### src/rtl/bbbb_pkg.sv
// Shared encodings for the BBBB bus: transfer types, responder responses,
// initiator error codes and the initiator state enum.
package bbbb_pkg;

    localparam logic [1:0] TRANS_IDLE   = 2'b00;
    localparam logic [1:0] TRANS_NONSEQ = 2'b10;

    localparam logic [1:0] RESP_OKAY  = 2'b00;
    localparam logic [1:0] RESP_ERROR = 2'b01;
    localparam logic [1:0] RESP_WAIT  = 2'b10;
    localparam logic [1:0] RESP_RETRY = 2'b11;

    localparam logic [1:0] ERR_OK              = 2'b00;
    localparam logic [1:0] ERR_ERROR           = 2'b01;
    localparam logic [1:0] ERR_TIMEOUT         = 2'b10;
    localparam logic [1:0] ERR_RETRY_EXHAUSTED = 2'b11;

    typedef enum logic [1:0] {
        ST_IDLE = 2'd0,
        ST_BUSY = 2'd1,
        ST_GAP  = 2'd2,
        ST_RESP = 2'd3
    } bbbb_state_e;

    function automatic logic is_fail(input logic [1:0] err);
        return err != ERR_OK;
    endfunction

endpackage

### src/rtl/bbbb_wait_timer.sv
// Per-attempt WAIT counter; expired flags that the WAIT being sampled now
// is the TIMEOUT-th consecutive one of the current attempt.
module bbbb_wait_timer #(
    parameter int TIMEOUT = 255
) (
    input  logic clk,
    input  logic rst,
    input  logic clear,
    input  logic count,
    output logic expired
);

    logic [7:0] cnt;

    // Saturates at TIMEOUT so a stuck count can never wrap back to zero.
    always_ff @(posedge clk) begin
        if (rst || clear) begin
            cnt <= 8'd0;
        end else if (count && (cnt != 8'(TIMEOUT))) begin
            cnt <= cnt + 8'd1;
        end
    end

    assign expired = (cnt >= 8'(TIMEOUT - 1));

endmodule

### src/rtl/bbbb_initiator.sv
// BBBB bus initiator: takes one command, runs it on the bus with wait,
// retry and timeout handling, and returns a single registered response.
module bbbb_initiator
    import bbbb_pkg::*;
#(
    parameter int RETRY_MAX = 3,
    parameter int TIMEOUT   = 255
) (
    input  logic        clk,
    input  logic        rst,
    input  logic        in_cmd_valid,
    output logic        out_cmd_ready,
    input  logic        in_cmd_write,
    input  logic [31:0] in_cmd_addr,
    input  logic [31:0] in_cmd_wdata,
    output logic        out_rsp_valid,
    input  logic        in_rsp_accept,
    output logic [31:0] out_rsp_rdata,
    output logic [1:0]  out_rsp_err,
    output logic        out_bbbb_sel,
    output logic [31:0] out_bbbb_addr,
    output logic        out_bbbb_write,
    output logic [1:0]  out_bbbb_trans,
    output logic [31:0] out_bbbb_wdata,
    input  logic [31:0] in_bbbb_rdata,
    input  logic [1:0]  in_bbbb_resp,
    output logic        out_irq
);

    // Handshakes: a command transfers on a rising edge where in_cmd_valid
    // and out_cmd_ready are both high (ready is high only in IDLE); a
    // response transfers on an edge where out_rsp_valid and in_rsp_accept
    // are both high, and valid stays up with stable data until then.

    localparam int RW = (RETRY_MAX < 1) ? 1 : $clog2(RETRY_MAX + 1);

    localparam logic [1:0] S_IDLE = 2'(ST_IDLE);
    localparam logic [1:0] S_BUSY = 2'(ST_BUSY);
    localparam logic [1:0] S_GAP  = 2'(ST_GAP);
    localparam logic [1:0] S_RESP = 2'(ST_RESP);

    logic [1:0]    state;
    logic [RW-1:0] retry_cnt;
    logic          wait_expired;
    logic          timer_clear;
    logic          timer_count;

    logic          done;
    logic [1:0]    done_err;
    logic [31:0]   done_rdata;
    logic          retry_go;

    assign timer_clear = (state != S_BUSY);
    assign timer_count = (state == S_BUSY) && (in_bbbb_resp == RESP_WAIT);

    bbbb_wait_timer #(
        .TIMEOUT (TIMEOUT)
    ) u_wait_timer (
        .clk     (clk),
        .rst     (rst),
        .clear   (timer_clear),
        .count   (timer_count),
        .expired (wait_expired)
    );

    // Decode the response sampled this cycle into finish / reissue actions.
    always_comb begin
        done       = 1'b0;
        done_err   = ERR_OK;
        done_rdata = 32'h0;
        retry_go   = 1'b0;
        if (state == S_BUSY) begin
            case (in_bbbb_resp)
                RESP_OKAY: begin
                    done       = 1'b1;
                    done_rdata = out_bbbb_write ? 32'h0 : in_bbbb_rdata;
                end
                RESP_ERROR: begin
                    done     = 1'b1;
                    done_err = ERR_ERROR;
                end
                RESP_WAIT: begin
                    if (wait_expired) begin
                        done     = 1'b1;
                        done_err = ERR_TIMEOUT;
                    end
                end
                RESP_RETRY: begin
                    if (retry_cnt < RW'(RETRY_MAX)) begin
                        retry_go = 1'b1;
                    end else begin
                        done     = 1'b1;
                        done_err = ERR_RETRY_EXHAUSTED;
                    end
                end
                default: begin
                    done = 1'b0;
                end
            endcase
        end
    end

    always_ff @(posedge clk) begin
        if (rst) begin
            state          <= S_IDLE;
            out_cmd_ready  <= 1'b1;
            out_bbbb_sel   <= 1'b0;
            out_bbbb_trans <= TRANS_IDLE;
            out_bbbb_addr  <= 32'h0;
            out_bbbb_wdata <= 32'h0;
            out_bbbb_write <= 1'b0;
            out_rsp_valid  <= 1'b0;
            out_rsp_rdata  <= 32'h0;
            out_rsp_err    <= ERR_OK;
            out_irq        <= 1'b0;
            retry_cnt      <= '0;
        end else begin
            case (state)
                S_IDLE: begin
                    if (in_cmd_valid) begin
                        out_bbbb_addr  <= in_cmd_addr;
                        out_bbbb_wdata <= in_cmd_wdata;
                        out_bbbb_write <= in_cmd_write;
                        out_bbbb_sel   <= 1'b1;
                        out_bbbb_trans <= TRANS_NONSEQ;
                        out_cmd_ready  <= 1'b0;
                        retry_cnt      <= '0;
                        state          <= S_BUSY;
                    end
                end
                S_BUSY: begin
                    if (done) begin
                        out_bbbb_sel   <= 1'b0;
                        out_bbbb_trans <= TRANS_IDLE;
                        out_rsp_valid  <= 1'b1;
                        out_rsp_rdata  <= done_rdata;
                        out_rsp_err    <= done_err;
                        out_irq        <= is_fail(done_err);
                        state          <= S_RESP;
                    end else if (retry_go) begin
                        out_bbbb_sel   <= 1'b0;
                        out_bbbb_trans <= TRANS_IDLE;
                        retry_cnt      <= retry_cnt + 1'b1;
                        state          <= S_GAP;
                    end
                end
                S_GAP: begin
                    // Address, data and direction are untouched, so the
                    // reissue is the identical transfer.
                    out_bbbb_sel   <= 1'b1;
                    out_bbbb_trans <= TRANS_NONSEQ;
                    state          <= S_BUSY;
                end
                S_RESP: begin
                    if (in_rsp_accept) begin
                        out_rsp_valid <= 1'b0;
                        out_rsp_rdata <= 32'h0;
                        out_rsp_err   <= ERR_OK;
                        out_irq       <= 1'b0;
                        out_cmd_ready <= 1'b1;
                        state         <= S_IDLE;
                    end
                end
                default: begin
                    state <= S_IDLE;
                end
            endcase
        end
    end

endmodule
### config.mk
export PLATFORM = sky130hd
export DESIGN_NAME = bbbb_initiator
export DESIGN_NICKNAME = d
export VERILOG_FILES = /design/src/rtl/bbbb_pkg.sv /design/src/rtl/bbbb_wait_timer.sv /design/src/rtl/bbbb_initiator.sv
export SDC_FILE = /design/constraint.sdc
export NUM_CORES = 1
export LEC_CHECK = 0
export CAP_MARGIN = 20
export CORE_ASPECT_RATIO = 1.4
export CORE_MARGIN = 2
export CORE_UTILIZATION = 43
export DETAILED_ROUTE_END_ITERATION = 6
export GPL_ROUTABILITY_DRIVEN = 0
export GPL_TIMING_DRIVEN = 0
export PLACE_DENSITY = 0.92
export SYNTH_ARGS = -nofsm -noshare
export SYNTH_HDL_FRONTEND = slang
export SYNTH_SLANG_ARGS = --single-unit
### constraint.sdc
create_clock -name clk -period 3.2 [get_ports clk]
set_input_delay 0.32 -clock clk [delete_from_list [all_inputs] [get_ports clk]]
set_output_delay 0.32 -clock clk [all_outputs]
set_load 0.1 [all_outputs]
; Word-level counts from Yosys, hierarchy flattened
; Cells that the tools add are included.
[classes]
n_mux = 43
n_eq_ne = 14
n_lt_le_gt_ge = 2
reduce_logical = 17
addsub = 2
[ops]
columns = cell, n
row1 = 32-bit 2-to-1 mux, 4
row2 = 32-bit one-hot mux with 2 select lines, 1
row3 = 2-bit 2-to-1 mux, 14
row4 = 1-bit 2-to-1 mux, 14
row5 = 2-bit one-hot mux with 3 select lines, 2
row6 = 3-bit AND reduction, 4
row7 = "2-bit != test, second input constant", 5
row8 = "8-bit by 1-bit adder with 8-bit output, second input constant", 1
row9 = "2-bit equality test, second input constant", 4
row10 = "8-bit >= comparator, second input constant", 1
row11 = "8-bit != test, second input constant", 1
row12 = 2-bit one-hot mux with 2 select lines, 2
row13 = 2-bit one-hot mux with 4 select lines, 1
row14 = 2-bit nonzero test, 4
row15 = 1-bit one-hot mux with 2 select lines, 3
row16 = 1-bit one-hot mux with 3 select lines, 2
row17 = "2-bit by 1-bit equality test with 1-bit output, second input constant", 2
row18 = 2-bit logical NOT, 2
row19 = 4-bit AND reduction, 1
row20 = "3-bit != test, second input constant", 1
row21 = 3-bit nonzero test, 1
row22 = "2-bit by 1-bit adder with 2-bit output, second input constant", 1
row23 = 1-bit logical AND, 2
row24 = "2-bit less-than comparator, second input constant", 1
row25 = other kinds (4), 4
[totals]
inputBits = 103
wordCells = 91
output_inout_bits = 105
reg_bits = 117

; Longest topological paths before layout
; Gate-level depths: netlist (run 1).
[logic_depth]
depth_word = 7
mapped_depth = 7
ltp_nobuf = 6

; By module
; A second synthesis (run 1) with hierarchy kept.
[unflattened]
cells_unflattened = 471
area_unflattened_um2 = 4282.9
[modules_own_cells]
columns = mod, seq_area_each_um2, cells_each, area_each_um2, instances
row1 = bbbb_initiator, 2142.1, 423, 3841.2, 1
row2 = bbbb_wait_timer, 160.2, 48, 441.7, 1

; Worst setup path before layout (run 1)
; No wires, ideal clock.
[synth_path]
kind = register to register
from = register out_bbbb_write
to = register out_rsp_rdata[0]
slack_ns = 1.344
t_arrival_ns = 1.794
stages_incl_launch_ff = 5
synth_period_minus_slack_ns = 1.856
required_ns = 3.138
n_path_buf = 1
setup_ns = 0.062
path_cell_list = dfxtp_1 > or4_1 > nor2_1 > buf_2 > a22o_1
[synth_between]
elab_chain_len = 4
[synth_lines]
columns = element, line
row1 = "start, declared", bbbb_initiator.sv:22  ; output logic out_bbbb_write,
row2 = "start signal, assigned", bbbb_initiator.sv:123  ; out_bbbb_write <= in_cmd_write;
row3 = 32-bit 2-to-1 mux, bbbb_initiator.sv:76  ; done_rdata = out_bbbb_write ? 32'h0 : in_bbbb_rdata;
row4 = 32-bit 2-to-1 mux, bbbb_initiator.sv:73  ; case (in_bbbb_resp)
row5 = 32-bit 2-to-1 mux, bbbb_initiator.sv:132  ; if (done) begin
row6 = 32-bit one-hot mux with 2 select lines, bbbb_initiator.sv:118  ; case (state)
row7 = "end signal, assigned", bbbb_initiator.sv:136  ; out_rsp_rdata <= done_rdata;
row8 = "end, declared", bbbb_initiator.sv:18  ; output logic [31:0] out_rsp_rdata,
; Every way passes these cells. The select of a mux whose other input is x is not followed.
; A chain may end at the register's enable or synchronous reset.

; Final worst setup path (run 1)
[layout_path]
from = register out_bbbb_trans[1]
to = output out_bbbb_trans[1]
[layout_rtl]
columns = element, line
row1 = "start, declared", bbbb_initiator.sv:23  ; output logic [1:0] out_bbbb_trans,
row2 = "start signal, assigned", bbbb_initiator.sv:108  ; out_bbbb_trans <= TRANS_IDLE;
row3 = "start signal, assigned", bbbb_initiator.sv:125  ; out_bbbb_trans <= TRANS_NONSEQ;
row4 = "start signal, assigned", bbbb_initiator.sv:134  ; out_bbbb_trans <= TRANS_IDLE;
; No word-level cell between the ends.

==> results of run 1 <==
per-layer routing:
layer / up-vias / routed length [µm]
li1: 2045 / -
met1: 1961 / 4830
met2: 205 / 7230
met3: 26 / 1220
met4: 0 / 263
met5: - / 0
cell families after synthesis:
family          share of synthesized area
compound gates                      0.199
xor+xnor                          0.00844
fa+ha+maj                         0.00905
buf+inv                            0.0422
flops                               0.555
mux                               0.00754
other cells                      0.000904
simple gates                        0.178
sequential cells by signal, indices dropped and copies added (netlist names), 2 cells and up:
signal	flops
out_bbbb_addr	32
out_bbbb_wdata	32
out_rsp_err	2
out_rsp_rdata	32
retry_cnt	2
state	2
u_wait_timer.cnt	8
worst paths after layout:
path,slack [ns],to
worst max-delay path,0.84,out_bbbb_trans[1]
worst min-delay path,0.45,out_bbbb_addr[29]
worst max register to register,1.25,out_rsp_rdata[4]
worst min register to register,0.45,out_bbbb_addr[29]
cell usage in the layout (no fill, tap or decap), types with 3 or more instances in the layout:
cell               n
clkdlybuf4s50_1  206
nand2_1          140
dfxtp_1          115
a21oi_1           68
a22o_1            31
clkbuf_16         17
clkbuf_1          16
buf_2             14
nor2_1            13
bufinv_16          6
inv_1              5
nor3_1             4
a211oi_1           4
xnor2_1            4
clkbuf_8           4
buf_4              3
buf_1              3
nand4_1            3
a31oi_1            3
o21ai_1            3
ha_1               3
cell type report:
| type | instances | share of cell area |
|---|---|---|
| Clock buffer | 23 | 0.0694 |
| Multi-Input combinational cell | 311 | 0.238 |
| Buffer | 34 | 0.0222 |
| Sequential cell | 115 | 0.327 |
| Tap cell | 110 | 0.0196 |
| Inverter | 5 | 0.00267 |
| Clock inverter | 9 | 0.0281 |
| Timing Repair Buffer | 206 | 0.293 |
cells in the mapped netlist (2+ instances only):
cell type / number / share of area
nand2_1: 140 / 0.13
buf_2: 14 / 0.017
o21ai_1: 3 / 0.0036
buf_1: 3 / 0.0027
nand4_1: 3 / 0.0045
inv_1: 5 / 0.0045
clkbuf_1: 14 / 0.013
and2_1: 2 / 0.0030
ha_1: 3 / 0.0090
xnor2_1: 4 / 0.0084
dfxtp_1: 115 / 0.55
buf_4: 3 / 0.0054
a211oi_1: 4 / 0.0072
a22o_1: 31 / 0.065
or3_1: 2 / 0.0030
nor2_1: 13 / 0.012
mux2i_1: 2 / 0.0048
a21oi_1: 68 / 0.082
nand2b_1: 2 / 0.0030
o21ai_0: 2 / 0.0024
nand3_1: 2 / 0.0024
a32o_1: 2 / 0.0048
nor3_1: 4 / 0.0048
a31oi_1: 3 / 0.0045
metrics by stage:
stage	cell area (µm²)	hold WS, ns	instances
floorplan	4150	0.419	465
global placement	6350	0.434	781
detailed placement	6350	0.438	781
CTS	7040	0.451	813
global route	7040	0.458	813
finish	7040	0.451	813
critical path: cells and delay by family (launching register included):
kind                   cells  cell delay (ns)
flip-flops                 1             0.39
buffers and inverters      2             1.25
power by group through the flow:
| stage | Sequential (mW) | Combinational, mW | Clock [mW] |
|---|---|---|---|
| after floorplan | 2.11 | 0.208 | 0 |
| after global placement | 1.58 | 1.06 | 0 |
| after detailed placement | 1.58 | 1.08 | 0 |
| after CTS | 1.55 | 1.08 | 2.20 |
| after global routing | 1.56 | 1.12 | 2.27 |
| final | 1.56 | 1.08 | 2.17 |
==> metrics.txt, run 1 <==
clock latency on the worst-skew pair=0.40 ns; area occupied by multi-input gates=1670 µm²; Period minus WS final=2.36 ns; met3 usage=0.111; Leak=2.65 nW; Clock Skew=0.00753 ns; Fmax=0.424 GHz; Final Hold Vio Count=0; Design Power=4.81 mW; grt met1 use=0.257; power share of the combinational group=0.225; H-Tree Depth=4; Sw Pwr=1.45 mW; overflow left after global routing=0; setup_tns=0 ns; CTS hold repair buffers=0; Net Sw Frac=0.301; Yosys warnings=0; slowest cell delay on critical path=1.12 ns; Initial Util=0.441; final period utilization=0.737; # diodes=0; pre-CTS setup slack=0.874 ns; CTS tree=done; Root Driver=clkbuf_16; Post-Syn Nets=571; Seq/Total Area, Yosys=0.555; ys flop type=dfxtp_1; flip-flop and latch count after synthesis=115; Arrival @ worst endpoint=2.04 ns; Unique masters post-synth=45; PostCTS Resize Cnt=0; final core occ=0.748; PD cells=684 nW/µm²; all-layer global routing usage=0.259; Crit. End Element=primary output; IO buf count=206; Final setup viols=0; Hold Path Origin=out_bbbb_addr[29]; average instance area after synthesis=8.93 µm²; reg2reg path depth=7; CTS buffer count=17; Rel. slew slack=0.315; worst reg2reg startpoint=u_wait_timer.cnt[0]; Post-synth EDFFs=0; Cell Int Power=3.36 mW; Clk network pwr share=0.452; full die area=10500 µm²; WHS Path Cells=2; Slew @ Worst Pin=1.02 ns; Routed WL per cell=16.7 µm; synthesized cell area=4150 µm²; Filler cells=640; # DRC=0; Cells after Synth=465; number of core rows=42; met2 usage=0.468; Peak VDD IR=0.490 mV; crit path cell chain=buf_4, clkdlybuf4s50_1; status=completed; die height=120 µm; I/O Pins=208; sequential cell area=2300 µm²; Die W=87.0 µm; count of pins over their slew limit=0; Worst Hold Class=reg -> reg; vias per inst=5.21; ys async rst share=0; CTS sink cnt=115; GRT busiest layer=met2; P&R area growth vs syn=69.5%; Post-CTS Setup Repair Bufs=0; Clk pin slew, worst setup/hold paths=0.05 ns; CP Max Fanout=3; Final HPWL DP=9800 µm; Worst Setup SP=out_bbbb_trans[1]; vias in the first global route=4312; share of cells above drive strength 1=0.0768; final wirelength=13500 µm; drt pass-1 iters=4; RSZ-0062 raised after global routing=false; Req. time, crit path=2.88 ns; max_cap viols=0; initial DRC count=175; Flop pwr share=0.323; number of antenna violations at the first check in global routing=0; Slowest-stage cell, CP=clkdlybuf4s50_1; Antenna Nets Post-Route=0; via count=4237; first-pass GRT wire length=20900 µm; final worst slack=0.842 ns; Final nets=796; CP Launch Type=flip-flop; largest net degree at the start of global routing=17; Crit Path Category=reg -> out; Core Box Area=9410 µm²; clk buf depth=2
Power figures use the tool's default switching activity.
==> inputs of run 2 (changes only) <==
--- a/config.mk
+++ b/config.mk
@@ -8,11 +8,11 @@
 export CAP_MARGIN = 20
 export CORE_ASPECT_RATIO = 1.4
 export CORE_MARGIN = 2
-export CORE_UTILIZATION = 43
+export CORE_UTILIZATION = 36
 export DETAILED_ROUTE_END_ITERATION = 6
 export GPL_ROUTABILITY_DRIVEN = 0
 export GPL_TIMING_DRIVEN = 0
-export PLACE_DENSITY = 0.92
+export PLACE_DENSITY = 0.83
 export SYNTH_ARGS = -nofsm -noshare
 export SYNTH_HDL_FRONTEND = slang
 export SYNTH_SLANG_ARGS = --single-unit
==> constraint.sdc (replaced) <==
create_clock -name clk -period 2 [get_ports clk]
set_input_delay 0.2 -clock clk [delete_from_list [all_inputs] [get_ports clk]]
set_output_delay 0.2 -clock clk [all_outputs]
set_load 0.1 [all_outputs]
==> run 2 against run 1 <==
Against the previous run:
- worst setup slack worse by 0.76 ns
- flip-flop and latch count unchanged
- clock power up 33%
- first-iteration DRC count down 37%
- sequential share of layout area up 0.96 points
- largest power group unchanged
- combinational power up 52%
- hold slack worse by 0.11 ns
- critical path type unchanged
==> metrics.txt, run 2 (same netlist as run 1, synthesis figures left out) <==
Clk pin slew, worst setup/hold paths=0.05 ns; all-layer global routing usage=0.202; CP Launch Type=flip-flop; Slew @ Worst Pin=1.01 ns; final period utilization=0.958; RSZ-0062 raised after global routing=false; Leak=3.03 nW; number of antenna violations at the first check in global routing=0; # diodes=0; P&R area growth vs syn=64.7%; Final nets=796; overflow left after global routing=0; final core occ=0.606; Clock Skew=0.00582 ns; max_cap viols=0; Crit Path Category=reg -> out; Crit. End Element=primary output; Period minus WS final=1.92 ns; Die W=94.7 µm; status=completed; Root Driver=clkbuf_16; Req. time, crit path=1.80 ns; Largest regs=out_bbbb_addr: 32 flops, out_bbbb_wdata: 32 flops, out_rsp_rdata: 32 flops; CP Max Fanout=3; final cell count without fillers=846; Initial Util=0.368; Arrival @ worst endpoint=1.72 ns; initial DRC count=111; Core Box Area=11300 µm²; Routed WL per cell=14.9 µm; clk buf depth=2; PD cells=1020 nW/µm²; largest net degree at the start of global routing=17; Final HPWL DP=9540 µm; Filler cells=990; drt pass-1 iters=4; Rel. slew slack=0.331; I/O Pins=208; clock latency on the worst-skew pair=0.40 ns; vias per inst=4.90; commonest cells after routing, fill and taps aside=140 x nand2_1, 115 x dfxtp_1, 104 x dlygate4sd2_1; Final setup viols=0; CTS tree=done; full die area=12400 µm²; number of core rows=46; pre-CTS setup slack=-0.160 ns; Antenna Nets Post-Route=0; # DRC=0; CTS buffer count=17; IO buf count=206; final worst slack=0.0832 ns; Final Hold Vio Count=0; CTS sink cnt=115; share of cells above drive strength 1=0.0769; most common cell after layout, fill and taps aside=nand2_1; Peak VDD IR=0.669 mV; via count=4146; count of pins over their slew limit=0; final wirelength=12600 µm; first-pass GRT wire length=19600 µm; CTS hold repair buffers=0; Fmax=0.522 GHz; Worst Hold Class=in -> reg; Cells after DPL=815; H-Tree Depth=4; die height=131 µm; vias in the first global route=4129
-- run 2: cell count changes in the layout (fill, tap and decap cells not counted), moves of 2 or more --
cell | previous run | this run
buf_1 | 3 | 1
bufinv_16 | 6 | 2
clkbuf_2 | 0 | 2
clkbuf_8 | 4 | 2
clkdlybuf4s50_1 | 206 | 102
clkinvlp_4 | 1 | 3
dlygate4sd2_1 | 0 | 104
-- run 2: area by class of cell --
type	count	area (µm²)	area share
sequential	115	2300	0.337
buffer	34	159	0.0232
inverter	5	18.8	0.00275
tap	144	180	0.0264
clock buffer	22	464	0.0679
timing repair buffer	206	1930	0.283
multi-input combinational	311	1670	0.245
clock inverter	9	106	0.0156
-- run 2: what timing repair did --
item / in CTS / in global routing
endpoints found under the setup margin: 104 / 8
resized for setup: 104 / 2
setup buffers: 0 / 0
-- run 2: critical path: stages (launching register included) --
cell           delay, ns
dfxtp_1             0.36
buf_4               0.12
dlygate4sd2_1       0.84
-- run 2: per-layer routing --
| metal | global-route usage | part of all wire | vias up |
|---|---|---|---|
| li1 | - | - | 2035 |
| met1 | 0.213 | 0.37 | 1908 |
| met2 | 0.354 | 0.51 | 174 |
| met3 | 0.0808 | 0.096 | 29 |
| met4 | 0.0861 | 0.023 | 0 |
| met5 | 0 | 0 | - |
-- run 2: power breakdown --
group	total [mW]	switching (mW)	internal [mW]	leakage, nW
sequential	2.48	0.0622	2.42	0.938
clock	2.88	1.00	1.88	0.272
combinational	1.64	1.22	0.414	1.82
total	7.00	2.29	4.72	3.03
-- run 2: final timing paths --
path	slack, ns	startpoint	to	cells after the start
worst min-delay path	0.34	in_cmd_wdata[3]	out_bbbb_wdata[3]	3
worst max-delay path	0.08	out_bbbb_trans[1]	out_bbbb_trans[1]	2
worst max register to register	0.17	u_wait_timer.cnt[0]	out_rsp_rdata[11]	7
worst min register to register	0.44	out_cmd_ready	out_cmd_ready	2
-- run 2: per-stage QoR --
step	hold WS [ns]	TNS [ns]	power, mW	instance area [µm²]
2_1_floorplan	0.299	0	3.70	4150
3_3_place_gp	0.434	-2.38	4.22	6390
3_5_place_dp	0.438	-5.98	4.25	6390
4_1_cts	0.329	0	7.08	6830
5_1_grt	0.343	0	7.27	6840
6_report	0.342	0	7.00	6840
==> inputs of run 3 (changes only) <==
--- a/config.mk
+++ b/config.mk
@@ -8,11 +8,11 @@
 export CAP_MARGIN = 20
 export CORE_ASPECT_RATIO = 1.4
 export CORE_MARGIN = 2
-export CORE_UTILIZATION = 36
+export CORE_UTILIZATION = 43
 export DETAILED_ROUTE_END_ITERATION = 6
 export GPL_ROUTABILITY_DRIVEN = 0
 export GPL_TIMING_DRIVEN = 0
-export PLACE_DENSITY = 0.83
+export PLACE_DENSITY = 0.92
 export SYNTH_ARGS = -nofsm -noshare
 export SYNTH_HDL_FRONTEND = slang
 export SYNTH_SLANG_ARGS = --single-unit
==> constraint.sdc (replaced) <==
create_clock -name clk -period 2.3 [get_ports clk]
set_input_delay 0.23 -clock clk [delete_from_list [all_inputs] [get_ports clk]]
set_output_delay 0.23 -clock clk [all_outputs]
set_load 0.1 [all_outputs]
==> run 3 against run 2 <==
Against the previous run:
- cell count is 3.9% lower
- clock power increased by 5%
- cell area increased by 3.0%
- first-iteration DRC count grew 58%
- die area is 16% lower
- critical path depth decreased by 1
- sequential share of layout area fell by 0.97 points
- utilization increased by 14 points
- sequential power is 13% lower
- combinational power is 9% lower
- flip-flop and latch count stayed put
- critical path type unchanged
==> metrics.txt, run 3 (same netlist as run 1, synthesis figures left out) <==
die height=120 µm; I/O Pins=208; Clk pin slew, worst setup/hold paths=0.05 ns; Period minus WS final=2.18 ns; Filler cells=641; Clock Skew=0.00752 ns; IO buf count=206; Peak VDD IR=0.681 mV; Cells after DPL=781; Sw Pwr=2.01 mW; largest net degree at the start of global routing=17; Hold Slack=0.373 ns; Routed WL per cell=16.6 µm; final cell count without fillers=813; crit path cell chain=clkdlybuf4s50_1; Final Hold Vio Count=0; pre-CTS setup slack=0.0635 ns; vias per inst=5.22; P&R area growth vs syn=69.6%; share of cells above drive strength 1=0.0768; slowest cell delay on critical path=1.16 ns; Post-DP Area=6350 µm²; Slowest-stage cell, CP=clkdlybuf4s50_1; number of core rows=42; via count=4247; clock latency on the worst-skew pair=0.40 ns; clk buf depth=2; status=completed; Arrival @ worst endpoint=1.95 ns; CP Buf/Inv Count=1; Final setup viols=0; final instance area=7040 µm²; vias in the first global route=4312; Largest regs=out_bbbb_addr: 32 flops, out_bbbb_wdata: 32 flops, out_rsp_rdata: 32 flops; first-pass GRT wire length=20900 µm; Cell Int Power=4.68 mW; CTS sink cnt=115; setup_tns=0 ns; all-layer global routing usage=0.259; Initial Util=0.441; Flop pwr share=0.323; overflow left after global routing=0; RSZ-0062 raised after global routing=false; drt pass-1 iters=4; Fmax=0.458 GHz; commonest cells after routing, fill and taps aside=205 x clkdlybuf4s50_1, 140 x nand2_1, 115 x dfxtp_1; Design Power=6.69 mW; CTS tree=done; Core Box Area=9410 µm²; Crit path depth=1; PD cells=951 nW/µm²; Final HPWL DP=9800 µm; max_cap viols=0; reg2reg path depth=7; final worst slack=0.118 ns; Net Sw Frac=0.301; full die area=10500 µm²; Worst Setup SP=out_bbbb_trans[1]; Crit Path Category=reg -> out; CP Capture Point=out_bbbb_sel; # diodes=0; H-Tree Depth=4; Crit. End Element=primary output; initial DRC count=175; final core occ=0.748; most common cell after layout, fill and taps aside=clkdlybuf4s50_1; Slew @ Worst Pin=1.02 ns; FF-to-FF setup slack=0.36 ns; Top delay family on crit path=buffers and inverters; Final nets=796; count of pins over their slew limit=0; power share of the combinational group=0.225; Antenna Nets Post-Route=0; RR Endpoint=out_rsp_rdata[4]; Worst Hold Class=in -> reg; final wirelength=13500 µm; CTS buffer count=17; Req. time, crit path=2.07 ns; CP Max Fanout=3; Leak=2.67 nW; final period utilization=0.949; Post-CTS Setup Repair Bufs=0; Die W=87.0 µm; CP Launch Type=flip-flop; worst reg2reg startpoint=u_wait_timer.cnt[0]; Rel. slew slack=0.315; number of antenna violations at the first check in global routing=0; Root Driver=clkbuf_16; Clk network pwr share=0.452; # DRC=0
[run 3: cell count changes in the layout (fill, tap and decap cells not counted), moves of 2 or more]
cell,before,now
clkbuf_2,2,0
clkinvlp_4,3,1
dlygate4sd2_1,104,0
bufinv_16,2,6
clkbuf_8,2,4
buf_1,1,3
clkdlybuf4s50_1,102,205
[run 3: final cells by class]
cell class / count / area [µm²] / share of cell area
Tap cell: 110 / 138 / 0.0196
Buffer: 34 / 156 / 0.0222
Inverter: 5 / 18.8 / 0.00267
Timing Repair Buffer: 206 / 2060 / 0.293
Clock buffer: 23 / 488 / 0.0693
Multi-Input combinational cell: 311 / 1670 / 0.238
Sequential cell: 115 / 2300 / 0.327
Clock inverter: 9 / 198 / 0.0281
[run 3: routing by layer]
metal / track usage / part of all wire
met1: 0.257 / 0.35
met2: 0.468 / 0.53
met3: 0.111 / 0.092
met4: 0.0938 / 0.020
met5: 0 / 0
[run 3: how the worst min path moves through the flow]
stage | startpoint | to | slack [ns] | cells past startpoint
after floorplan | in_rsp_accept | state[1] | 0.33 | 1
after global placement | out_cmd_ready | out_cmd_ready | 0.43 | 2
after detailed placement | out_cmd_ready | out_cmd_ready | 0.44 | 2
after CTS | in_cmd_addr[0] | out_bbbb_addr[0] | 0.36 | 3
after global routing | in_cmd_wdata[18] | out_bbbb_wdata[18] | 0.37 | 3
final | in_cmd_addr[10] | out_bbbb_addr[10] | 0.37 | 3
[run 3: power groups by stage]
stage                     registers (mW)  logic [mW]  clock network [mW]
after floorplan                     2.93       0.290                   0
after global placement              2.19        1.48                   0
after detailed placement            2.20        1.50                   0
after CTS                           2.16        1.51                3.06
after global routing                2.17        1.56                3.16
final                               2.16        1.50                3.02
[run 3: repair_timing]
| action | in CTS | in global routing |
|---|---|---|
| setup endpoints to repair | 0 | 1 |
| hold buffers | 0 | 0 |
| gates resized for setup | 0 | 1 |
[run 3: worst register-to-register path, cell delays in order (launching register included)]
cell and delay (ns):
dfxtp_1 0.41, inv_1 0.07, ha_1 0.19, nor2_1 0.26, o31ai_2 0.16, a21boi_2 0.29
buf_2 0.31, a22o_1 0.19
==> patch 1 (settings of run 2) <==
Make the reset (`rst`) asynchronous in one clocked block.
--- a/src/rtl/bbbb_initiator.sv
+++ b/src/rtl/bbbb_initiator.sv
@@ -101,5 +101,5 @@
     end
 
-    always_ff @(posedge clk) begin
+    always_ff @(posedge clk or posedge rst) begin
         if (rst) begin
             state          <= S_IDLE;
Check against the original RTL: differs if rst is asserted again (counterexample within 4 cycles, from zero or initial values and one cycle with rst high); with rst held inactive, the same outputs for 10 cycles.
==> patch 1 against run 2 <==
- sequential share of layout area rose by 4.4 points
- routed wire length shrank 2.9%
- clock skew is 0.0021 ns higher
- sequential cell count unchanged
- setup slack better by 0.0060 ns
- cell count fell by 14%
- synthesized area rose by 12%
- via count shrank 14%
- fmax is 0.31% higher
- final area rose by 9.1%
- critical path type unchanged
Power is not shown: default switching activity piles up to over one toggle a cycle in this logic, so the estimate is an artifact.
==> patch 1: results (changes against run 2) <==
| Metric | Value |
|---|---|
| Worst-Margin Slew | `1.03 ns (+0.0180 ns)` |
| TritonRoute pass-1 iters | `4 (unchanged)` |
| Total grt overflow | `0 (unchanged)` |
| Clock Path Buffers | `2 (unchanged)` |
| Max H-tree Level | `4 (unchanged)` |
| CP max FO | `3 (unchanged)` |
| Final WL | `12300 um (-2.9%)` |
| Largest net degree at the start of global routing | `33 (+16)` |
| Max Clock Skew | `0.00791 ns (+0.00209 ns)` |
| Met1 GRT Util | `20.1% (-1.1 points)` |
| Initial drt markers | `94 (-15%)` |
| Slowest CP cell | `clkdlybuf4s15_1` |
| Status | `finished clean` |
| Async SR Flop Fraction | `93.0% (+93 points)` |
| Nets | `665 (-16%)` |
| Top Metal Used | `met4` |
| First-pass GRT wire length | `19500 um (-0.53%)` |
| Synthesized-area fraction occupied by adder cells | `0.810% (-0.094 points)` |
| Gr usage total | `18.1% (-2.1 points)` |
| Vias in the first global route | `3839 (-7.0%)` |
| Register area share after synthesis | `61.3% (+5.8 points)` |
| Final HPWL DP | `9350 um (-2.0%)` |
| Post-synthesis mux area share | `17.8% (+17 points)` |
| DR WL met3 | `902 um (-25%)` |
| Ys Warns | `0 (unchanged)` |
| Met2 Use GR | `31.2% (-4.3 points)` |
| Initial antenna violation count | `0 (unchanged)` |
| Clk pin slew, worst setup/hold paths | `roughly 0.060 ns` |
| Via count | `3547 (-14%)` |
| Fillers | `1068 (+7.9%)` |
| Count of different cell masters after synthesis | `47 (+4.4%)` |
| Area contributors post-synth | `dfrtp_1 57%, mux2_1 11%, a22o_1 5.1%` |
| Clock tree root buffer cell | `clkbuf_16` |
| Worst Path Arrival | `approximately 1.7 ns` |
| Ant. Diodes | `0 (unchanged)` |
| CP top delay family | `buffers and inverters` |
| Placed inst area | `6960 sq um (+8.9%)` |
| Biggest regs | `out_bbbb_addr x32, out_bbbb_wdata x32, out_rsp_rdata x32` |
| Syn Nets | `434 (-24%)` |
| Total CTS buffers | `17 (unchanged)` |
| CTS resizes | `106 (+1.9%)` |
| Post-synth top cells | `106 x dfrtp_1, 45 x mux2_1, 27 x a22o_1, 21 x mux2_2, 17 x nand2_1` |
| Share of layout cells above drive strength 1 | `15.2% (+7.5 points)` |
| Post-CTS Setup Bufs | `0 (unchanged)` |
| Clk_lat worst skew | `approximately 0.41 ns` |
| Synth Area in Compound Gates | `9.31% (-11 points)` |
| Hold/Removal Path Class | `input port to asynchronous set/reset pin` |
| Met2 WL | `6380 um (-0.34%)` |
| CP peak stage delay | `0.80 ns (-0.04 ns)` |
| GR Util met3 | `6.32% (-1.8 points)` |
| Xor/xnor cell area share of the yosys netlist | `0.567% (-0.28 points)` |
| Detailed-routing wirelength on met1 | `4710 um (-0.13%)` |
| Port Buf Inserts | `206 (unchanged)` |
-- patch 1: logic make-up after synthesis --
kind of cell | after synthesis
xor gates and xnor gates | 3
AOI/OAI and AO/OA | 51
adders and majority gates | 3
buffers and inverters | 27
muxes | 74
other | 1
and+or+nand+nor | 54
DFF | 115
-- patch 1: through the flow --
step	std cells	TNS [ns]	setup WS, ns	hold slack [ns]
floorplan	328	-3.68	-0.485	0.333
global placement	687	-71.35	-1.82	0.466
detailed placement	690	-7.15	-0.224	0.476
CTS	722	0	0.00672	0.216
global route	725	0	0.00947	0.247
finish	725	0	0.0891	0.212
-- patch 1: layout make-up --
cell class | instances | area (sq um) | area share [%]
Multi-Input combinational cell | 186 | 1640 | 22.0
Clock buffer | 18 | 429 | 5.75
Timing Repair Buffer | 212 | 2020 | 27.1
Sequential cell | 115 | 2840 | 38.1
Clock inverter | 14 | 179 | 2.40
Buffer | 17 | 119 | 1.59
Inverter | 10 | 41.3 | 0.554
Tap cell | 153 | 191 | 2.57
-- patch 1: final timing paths --
path / from / endpoint / slack, ns / depth (start not counted)
setup / recovery: out_bbbb_trans[1]$_DFFE_PP0P_ / out_bbbb_trans[1] / 0.09 / 2
hold / removal: rst / out_bbbb_addr[3]$_DFFE_PP0P_ / 0.21 / 2
setup reg to reg: state[1]$_DFFE_PP0P_ / out_bbbb_addr[23]$_DFFE_PP0P_ / 0.13 / 5
hold reg to reg: out_bbbb_addr[7]$_DFFE_PP0P_ / out_bbbb_addr[7]$_DFFE_PP0P_ / 0.48 / 1
max in group asynchronous: rst / out_rsp_rdata[12]$_DFFE_PP0P_ / 1.04 / 4
min in group clk: in_bbbb_rdata[28] / out_rsp_rdata[28]$_DFFE_PP0P_ / 0.35 / 3
==> patch 2 (config.mk and constraints of run 2) <==
Made on the original files. `RETRY_MAX`: 3 -> 5.
--- a/src/rtl/bbbb_initiator.sv
+++ b/src/rtl/bbbb_initiator.sv
@@ -4,5 +4,5 @@
     import bbbb_pkg::*;
 #(
-    parameter int RETRY_MAX = 3,
+    parameter int RETRY_MAX = 5,
     parameter int TIMEOUT   = 255
 ) (
Behaviour: same outputs for any inputs over 4 cycles, from zero or initial values and one cycle with rst high; that may be too few to reach the edited logic, so the function may still have changed.
==> patch 2 against run 2 <==
- synthesized area up 3.9%
- routed wire length up 6.3%
- sequential cell count up 1
- power up 2.0%
- fmax up 2.4%
- final area up 2.6%
- clock skew up 0.0030 ns
- core utilization down 0.95 points
- via count up 4.6%
- setup slack better by 0.046 ns
- critical endpoint is now out_bbbb_sel
- highest routed layer unchanged
==> patch 2: results (changes against run 2) <==
| Metric | Value |
|---|---|
| Power Dens Cells | `1020 nW/um^2 (-0.63%)` |
| Final WL | `13400 um (+6.3%)` |
| Minimum clock period | `1.87 ns (-0.0457 ns)` |
| Critical R2R Capture | `out_rsp_rdata[30]$_SDFFE_PP0P_` |
| Clock buffer cells | `19 (-14%)` |
| Detailed-routing wirelength on met1 | `5010 um (+6.4%)` |
| Leakage power | `3.13 nW (+3.1%)` |
| Nets | `809 (+1.6%)` |
| Synth Area in Compound Gates | `20.9% (+1.0 points)` |
| Final HPWL DP | `10100 um (+6.0%)` |
| GR Util met3 | `6.17% (-1.9 points)` |
| Count of different cell masters after synthesis | `53 (+18%)` |
| Initial drt markers | `177 (+59%)` |
| Signal buffers | `241 (+0.42%)` |
| Seq Cell Count | `116 (+0.87%)` |
| Fraction of area in registers | `33.1% (-0.57 points)` |
| WL/cell | `15.6 um (+4.3%)` |
| Hold Path Depth | `2 (-1)` |
| Multi-input combinational cell area | `1770 sq um (+6.0%)` |
| Post-synth top cells | `141 x nand2_1, 116 x dfxtp_1, 70 x a21oi_1, 31 x a22o_1, 18 x buf_2` |
| Clk cell area share | `8.54% (+0.20 points)` |
| Via-to-Cell Ratio | `5.03 (+2.6%)` |
| R2R Setup Slk | `0.21 ns (+0.04 ns)` |
| #MultiIn Comb | `322 (+3.5%)` |
| Hold path start | `in_bbbb_resp[1]` |
| Worst Path Arrival | `1.67 ns (-0.05 ns)` |
| CP max FO | `4 (+1)` |
| DP Worst Slack | `0.0386 ns (+0.199 ns)` |
| Register area share after synthesis | `53.8% (-1.6 points)` |
| Register share of total power | `34.9% (-0.5 points)` |
| Met1 GRT Util | `22.1% (+0.83 points)` |
| Status | `finished clean` |
| Worst vdd ir | `0.535 mV (-20%)` |
==> patch 2: cell count changes after synthesis, moves of 3 or more <==
| cell | delta |
|---|---|
| o21a_1 | +3 |
| clkbuf_1 | -3 |
| buf_2 | +4 |
| nand3_1 | +3 |
| buf_1 | -3 |
| buf_6 | +4 |
| o21ai_0 | +5 |
| nor3_1 | +3 |
| nor2_1 | -4 |
| a31oi_1 | -3 |
| o211ai_1 | +3 |
==> patch 2: kinds of logic after synthesis <==
logic type / count (synthesis)
adder cells (fa/ha/maj): 3
other: 1
AND/OR/NAND/NOR: 179
flip-flops: 116
XOR/XNOR: 4
AO/OA/AOI/OAI: 134
buffers and inverters: 42
multiplexers: 1
==> patch 2: through the flow <==
| stage | hold WS, ns | power [mW] |
|---|---|---|
| finish | 0.188 | 7.14 |
| floorplan | 0.325 | 3.70 |
| detailed placement | 0.446 | 4.23 |
| global placement | 0.441 | 4.19 |
| CTS | 0.158 | 7.21 |
| global route | 0.175 | 7.41 |
